## src/rtl/inst_fetch_ctrl.sv

```systemverilog
// inst_fetch_ctrl: instruction-fetch sequencer between a 64x32 registered ROM
// and the decode stage. Owns the PC, issues one ROM read per cycle when buffer
// credit allows, captures the returning word one cycle later into a 2-entry
// FIFO, and presents the FIFO head to decode.
//
// Handshake: id_valid is high whenever the FIFO holds a word; the head
// (id_inst/id_pc) is held stable until the cycle where id_valid && id_ready,
// in which decode takes it. A redirect clears the FIFO and any in-flight read;
// a word accepted in the same cycle as a redirect is still consumed.
//
// Optional feature macro: FETCH_END_HALT_EN -- when defined, fetch stops once
// the PC reaches 0x100 (end of ROM) and reports fetch_halt after draining.
module inst_fetch_ctrl #(
  parameter logic [31:0] RESET_PC = 32'h0000_0000
) (
  input  logic        clk,
  input  logic        rst,
  output logic [5:0]  Inst_addr,
  input  logic [31:0] Inst_code,
  input  logic        redirect,
  input  logic [31:0] redirect_pc,
  output logic        id_valid,
  input  logic        id_ready,
  output logic [31:0] id_inst,
  output logic [31:0] id_pc,
  output logic        fetch_halt
);

  localparam logic [0:0] ST_RUN  = 1'b0;
`ifdef FETCH_END_HALT_EN
  localparam logic [0:0] ST_HALT = 1'b1;
  localparam logic [31:0] END_PC = 32'h0000_0100;
`endif

  logic [31:0] fetch_pc;
  logic        inflight;
  logic [31:0] inflight_pc;
  logic [31:0] buf_inst [2];
  logic [31:0] buf_pc   [2];
  logic        head;
  logic [1:0]  count;
  logic [0:0]  state;

  logic        pop;
  logic        push;
  logic        at_end;
  logic        issue;
  logic [2:0]  occupancy;
  logic        wr_idx;

  // Handshake and credit: a read may only be issued if its word has a slot
  // when it returns, counting both buffered and in-flight words.
  always_comb begin
    pop       = id_valid && id_ready;
    push      = inflight;
    occupancy = {1'b0, count} + {2'b00, inflight};
    wr_idx    = head ^ count[0];
`ifdef FETCH_END_HALT_EN
    at_end    = (fetch_pc >= END_PC);
`else
    at_end    = 1'b0;
`endif
    issue     = (state == ST_RUN) && !redirect && !at_end &&
                ((occupancy <= 3'd1) || pop);
  end

  // PC, in-flight tracking and run/halt state; redirect beats everything but reset.
  always_ff @(posedge clk) begin
    if (rst) begin
      fetch_pc    <= RESET_PC;
      inflight    <= 1'b0;
      inflight_pc <= 32'h0;
      state       <= ST_RUN;
    end else if (redirect) begin
      fetch_pc    <= redirect_pc & ~32'h3;
      inflight    <= 1'b0;
      state       <= ST_RUN;
    end else begin
      if (issue) begin
        inflight    <= 1'b1;
        inflight_pc <= fetch_pc;
        fetch_pc    <= fetch_pc + 32'd4;
      end else begin
        inflight    <= 1'b0;
      end
`ifdef FETCH_END_HALT_EN
      if (state == ST_RUN && at_end) begin
        state <= ST_HALT;
      end
`endif
    end
  end

  // Two-entry FIFO: capture the returning ROM word, advance head on accept.
  always_ff @(posedge clk) begin
    if (rst) begin
      head  <= 1'b0;
      count <= 2'd0;
      for (int i = 0; i < 2; i++) begin
        buf_inst[i] <= 32'h0;
        buf_pc[i]   <= 32'h0;
      end
    end else if (redirect) begin
      head  <= 1'b0;
      count <= 2'd0;
    end else begin
      if (push) begin
        buf_inst[wr_idx] <= Inst_code;
        buf_pc[wr_idx]   <= inflight_pc;
      end
      if (pop) begin
        head <= ~head;
      end
      count <= count + {1'b0, push} - {1'b0, pop};
    end
  end

  // Output view of the FIFO head and the ROM address.
  always_comb begin
    Inst_addr = fetch_pc[7:2];
    id_valid  = (count != 2'd0);
    id_inst   = buf_inst[head];
    id_pc     = buf_pc[head];
`ifdef FETCH_END_HALT_EN
    fetch_halt = (state == ST_HALT) && (count == 2'd0) && !inflight;
`else
    fetch_halt = 1'b0;
`endif
  end

endmodule

```

## config.mk

```make
export PLATFORM = sky130hd
export DESIGN_NAME = inst_fetch_ctrl
export DESIGN_NICKNAME = d
export VERILOG_FILES = /design/src/rtl/inst_fetch_ctrl.sv
export SDC_FILE = /design/constraint.sdc
export NUM_CORES = 1
export LEC_CHECK = 0
export BUFFER_PORTS_ARGS = -buffer_cell sky130_fd_sc_hd__buf_4
export CORE_ASPECT_RATIO = 0.8
export CORE_MARGIN = 3
export CORE_UTILIZATION = 35
export CTS_CLUSTER_DIAMETER = 80
export CTS_CLUSTER_SIZE = 8
export DETAILED_ROUTE_END_ITERATION = 10
export GPL_ROUTABILITY_DRIVEN = 0
export PLACE_DENSITY = 0.62
export SETUP_SLACK_MARGIN = 0.1
export SLEW_MARGIN = 20
export SYNTH_ARGS = -nofsm -noshare
export SYNTH_HDL_FRONTEND = slang
export SYNTH_SLANG_ARGS = --single-unit
```

## constraint.sdc

```tcl
create_clock -name clk -period 3.05 [get_ports clk]
set_input_delay 0 -clock clk [delete_from_list [all_inputs] [get_ports clk]]
set_output_delay 0 -clock clk [all_outputs]
set_load 0.02 [all_outputs]
```

* Word-level counts from Yosys, hierarchy flattened
Memories as Yosys holds them, arrays and structs flattened. A register that Yosys moved wholly into a read port is not among the register bits.
Cells that the tools add are included.
** Word-level totals
- Memories kept :: 2
- Input port bits :: 68
- Register bits after elaboration :: 68
- RAM bits :: 128
- Logic and storage cells :: 45
** Memory list
- buf_inst :: words 2, bits a word 32, read ports 1, clocked after memory_dff 1, wr ports 2, RTL line 38 : logic [31:0] buf_inst [2];
- buf_pc :: words 2, bits a word 32, read ports 1, clocked after memory_dff 1, wr ports 2, RTL line 39 : logic [31:0] buf_pc [2];
** Cells by class
- $lt $le $gt $ge :: 1
- Muxes and demuxes :: 19
- Bitwise gates (word level) :: 3
- Add/subtract/negate cells :: 4
- Reduce and logical (&&, ||, !) cells :: 10
** Operators by type and width (number)
- 32-bit two-way mux :: 4
- 32-bit OR reduction :: 2
- 32-bit by 3-bit adder with 32-bit output (second input constant) :: 1
- 1-bit two-way mux :: 15
- 2-bit nonzero test :: 2
- 2-bit by 1-bit adder with 3-bit output :: 1
- 3-bit by 1-bit less-or-equal comparator with 1-bit output (second input constant) :: 1
- 2-bit by 1-bit adder with 2-bit output :: 1
- 1-bit logical AND :: 2
- 1-bit inverter :: 2
- 2-bit AND reduction :: 1
- 2-bit OR reduction :: 1
- 2-bit by 1-bit subtractor with 2-bit output :: 1
- 1-bit logical NOT :: 1
- 1-bit logical OR :: 1
- 1-bit XOR :: 1

* Logic depth before layout (Yosys ltp)
- Depth after elaboration :: 6
- Mapped depth :: 8
- Mapped depth without buffers :: 8

* Least setup slack after synthesis
OpenSTA, ideal clock, no wires.
- Path kind :: reg-to-reg
- From :: register count[0]
- To :: memory buf_inst[1][0] (enable)
- Slack :: 0.871 ns
- Buffers on the path :: 1
- Clock period less this slack :: 2.179 ns
- Arrival :: 1.786 ns
- Stages on the path, launching flop included :: 5
- Path through :: dfxtp_1 xor2_1 and3_1 clkbuf_1 or2_2
** RTL lines
- from (decl) :: RTL line 41 : logic [1:0] count;
- from (signal assigned) :: RTL line 114 : count <= count + {1'b0, push} - {1'b0, pop};
- to (decl) :: RTL line 38

* Final worst setup path
- From :: register fetch_pc[4]
- To :: register fetch_pc[11]
** Between the ends
- Cells in the longest elaborated chain, start to end :: 3
** RTL lines
- from (decl) :: RTL line 35 : logic [31:0] fetch_pc;
- from (signal assigned) :: RTL line 75 : fetch_pc <= redirect_pc & ~32'h3;
- from (signal assigned) :: RTL line 82 : fetch_pc <= fetch_pc + 32'd4;
- 32-bit by 3-bit adder with 32-bit output :: RTL line 82
- 32-bit two-way mux :: RTL line 79 : if (issue) begin
- 32-bit two-way mux :: RTL line 74 : end else if (redirect) begin
No other way between the ends. The select of a mux whose other input is x is not followed.
A chain may end at the register's enable or synchronous reset.

==> run metrics <==
die area=25,900 um2; Final Slew Violations=0; synth warn=0; Tmin final=around 2200 ps; Mapped Area=~8400 um2; Cell Pwr Density=~500 nW/um2; final HPWL from detailed placement=11.9 mm; Synth-to-Final Area Change=30.4%; top-count cell post-synth=and2_1; Yosys top cell by area=edfxtp_1; Total Wirelength=~19 mm; Final Util=between 40% and 50%; delay of the slowest critical-path stage=560 ps; CTS tree=done; status=completed; die height=144 um; WP buf/inv=1; top sig layer=met4; clock skew=12.9 ps; Final Cell Area=between 10,000 and 15,000 um2; Setup crit start kind=flop; Reg power frac=52.4%; vias in the first global route=between 5,000 and 6,000; met3 wire length=about 1.1 mm; Initial Util=36.5%; antenna violations before repair=0; GR Util All Layers=between 10% and 20%; Critical Path Fanout Max=8; final instance count without filler cells=1,204; Worst path top cell family by delay=buffers and inverters; Post-synth ARST share=0%; Die X-Extent=~180 um; FF-to-FF path depth=6; P_sw=around 1.3 mW; n_diodes=0; Worst Path Required=about 3400 ps; Worst Hold Depth=3; worst skew pair latency=420 ps; Synth cell types=44; Hold Vio Cnt, Final=0; Synth area leaders=edfxtp_1 (44%), dfxtp_1 (16%), and2_1 (9.5%); EDFF count, synth=124; Vias/cell=about 4.7; DRC viols=0; post-CTS sizing=0; GRT Residual Overflow=0; HP Class=primary input to flop; clock share of power=a little under two fifths; final hold slack=67.6 ps; switch share=23.8%; Static Leak=4.18 nW; max frequency=458 MHz; hold_buf cts=70; clock buffer count from CTS=17; clk buf depth=2; largest net degree at the start of global routing=63; M1 wire length=roughly 9 mm; Ports=140; layout cell share with drive strength beyond 1=29.2%; DR WL met2=~8.9 mm; Num Clock Sinks=~190; Comb pwr share=10.5%; Mapped Cells=around 700; # setup viols final=0; worst vdd ir=0.415 mV; internal power=4.24 mW; Post-synth top cells=and2_1 (127), edfxtp_1 (124), nand2_1 (74); max_cap viols=0; final net count=around 960; average size of a mapped cell=around 12 um2; core region area=23,000 um2; H-tree Lvls=4; Post-CTS Setup Repair Bufs=0; RSZ-0062 raised after global routing=no; #FFs+latches synth=189; Seq/Total Area, Yosys=between 50% and 60%; Worst-path clk slew=70 ps; WS Path Type=flop to flop; row cnt=49; arrival time at the worst endpoint=2550 ps; wire per inst=15.8 um; Final ANT Viol Nets=0; DR iter-0 viols=around 260; Setup crit end kind=flop; Slew headroom=52.0%; Area after DPL=9680 um2; Sum Neg Setup Slack=0 ps; crit path max-delay cell type=dlygate4sd3_1; first-pass GRT wire length=29.8 mm; WP depth=6; cells along the critical path=and3_4 > o2111ai_4 > nor2b_1 > xnor2_1 > a211oi_1 > dlygate4sd3_1; Post-Place Cells=between 1,000 and 1,500; Worst Max-Slew Pin Slew=719 ps; drt pass-1 iters=5; clk root buf=clkbuf_16; IO Port Bufs=134; via count=5,624; Yosys top cell area share=approximately 44%; ys flop type=edfxtp_1; Final Cycle Share=between 70% and 80%
[layout by cell type (no fill, tap or decap), types with 5 or more instances in the layout]
| master | instances |
|---|---|
| nand3_1 | 11 |
| xor2_1 | 6 |
| dfxtp_1 | 64 |
| inv_1 | 7 |
| edfxtp_1 | 124 |
| nor2_1 | 28 |
| clkinvlp_4 | 7 |
| and2_1 | 127 |
| a311oi_1 | 6 |
| mux2_2 | 62 |
| a21oi_1 | 35 |
| nor4_2 | 7 |
| nand2_1 | 74 |
| buf_4 | 142 |
| xnor2_1 | 22 |
| a211oi_1 | 15 |
| dlygate4sd3_1 | 70 |
| o21ai_0 | 5 |
| nor3_1 | 9 |
| clkbuf_16 | 17 |
[worst paths after layout]
kind	start	end	slack, ps
worst max-delay path	fetch_pc[4]	fetch_pc[11]	870
worst min-delay path	redirect_pc[30]	fetch_pc[30]	70
worst max register to register	fetch_pc[4]	fetch_pc[11]	870
worst min register to register	inflight_pc[31]	inflight_pc[31]	460
[logic make-up after synthesis]
logic type,after synthesis,synth area share (%)
and+or+nand+nor,281,18.6
DFF,189,59.9
AOI/OAI and AO/OA,74,6.18
muxes,66,8.81
buffers and inverters,57,3.00
xor gates and xnor gates,28,2.93
adders and majority gates,3,0.448
other,1,0.0447
[area by class of cell]
class | count | area, um2
Clock buffer | 17 | 425
Clock inverter | 15 | 124
Fill cell | 2110 | 12100
Inverter | 8 | 30.0
Multi-Input combinational cell | 455 | 3130
Sequential cell | 189 | 5030
Tap cell | 306 | 383
Timing Repair Buffer | 214 | 1810
[power groups by stage]
stage          clock network (mW)  registers, mW  logic, mW
2_1_floorplan                   0           2.95      0.305
3_3_place_gp                    0           2.97      0.520
3_5_place_dp                    0           2.97      0.519
4_1_cts                      2.12           2.92      0.595
5_1_grt                      2.22           2.93      0.642
6_report                     2.06           2.92      0.588
[routing by layer]
metal | vias to the layer above | track usage, %
met1 | 2668 | 20.8
met2 | 134 | 24.7
met5 | - | 0
met3 | 10 | 3.54
li1 | 2812 | -
met4 | 0 | 2.34
[through the flow]
| step | setup slack, ps | power [mW] |
|---|---|---|
| 3_5_place_dp | 1060 | 3.49 |
| 5_1_grt | 733 | 5.79 |
| 3_3_place_gp | 1080 | 3.49 |
| 2_1_floorplan | 871 | 3.25 |
| 6_report | 867 | 5.57 |
| 4_1_cts | 864 | 5.64 |
[registers in the layout, indices dropped and copies added, names as in the netlist, named ones only]
| name | count |
|---|---|
| inflight | 1 |
| buf_pc | 60 |
| inflight_pc | 30 |
| buf_inst | 64 |
| fetch_pc | 30 |
| count | 2 |
| head | 1 |
[worst register-to-register path: stages (launching register included)]
cell           delay [ps]
dfxtp_1               500
and3_4                320
o2111ai_4             230
nor2b_1               200
xnor2_1                90
a211oi_1              220
dlygate4sd3_1         560
Power figures use the tool's default switching activity.
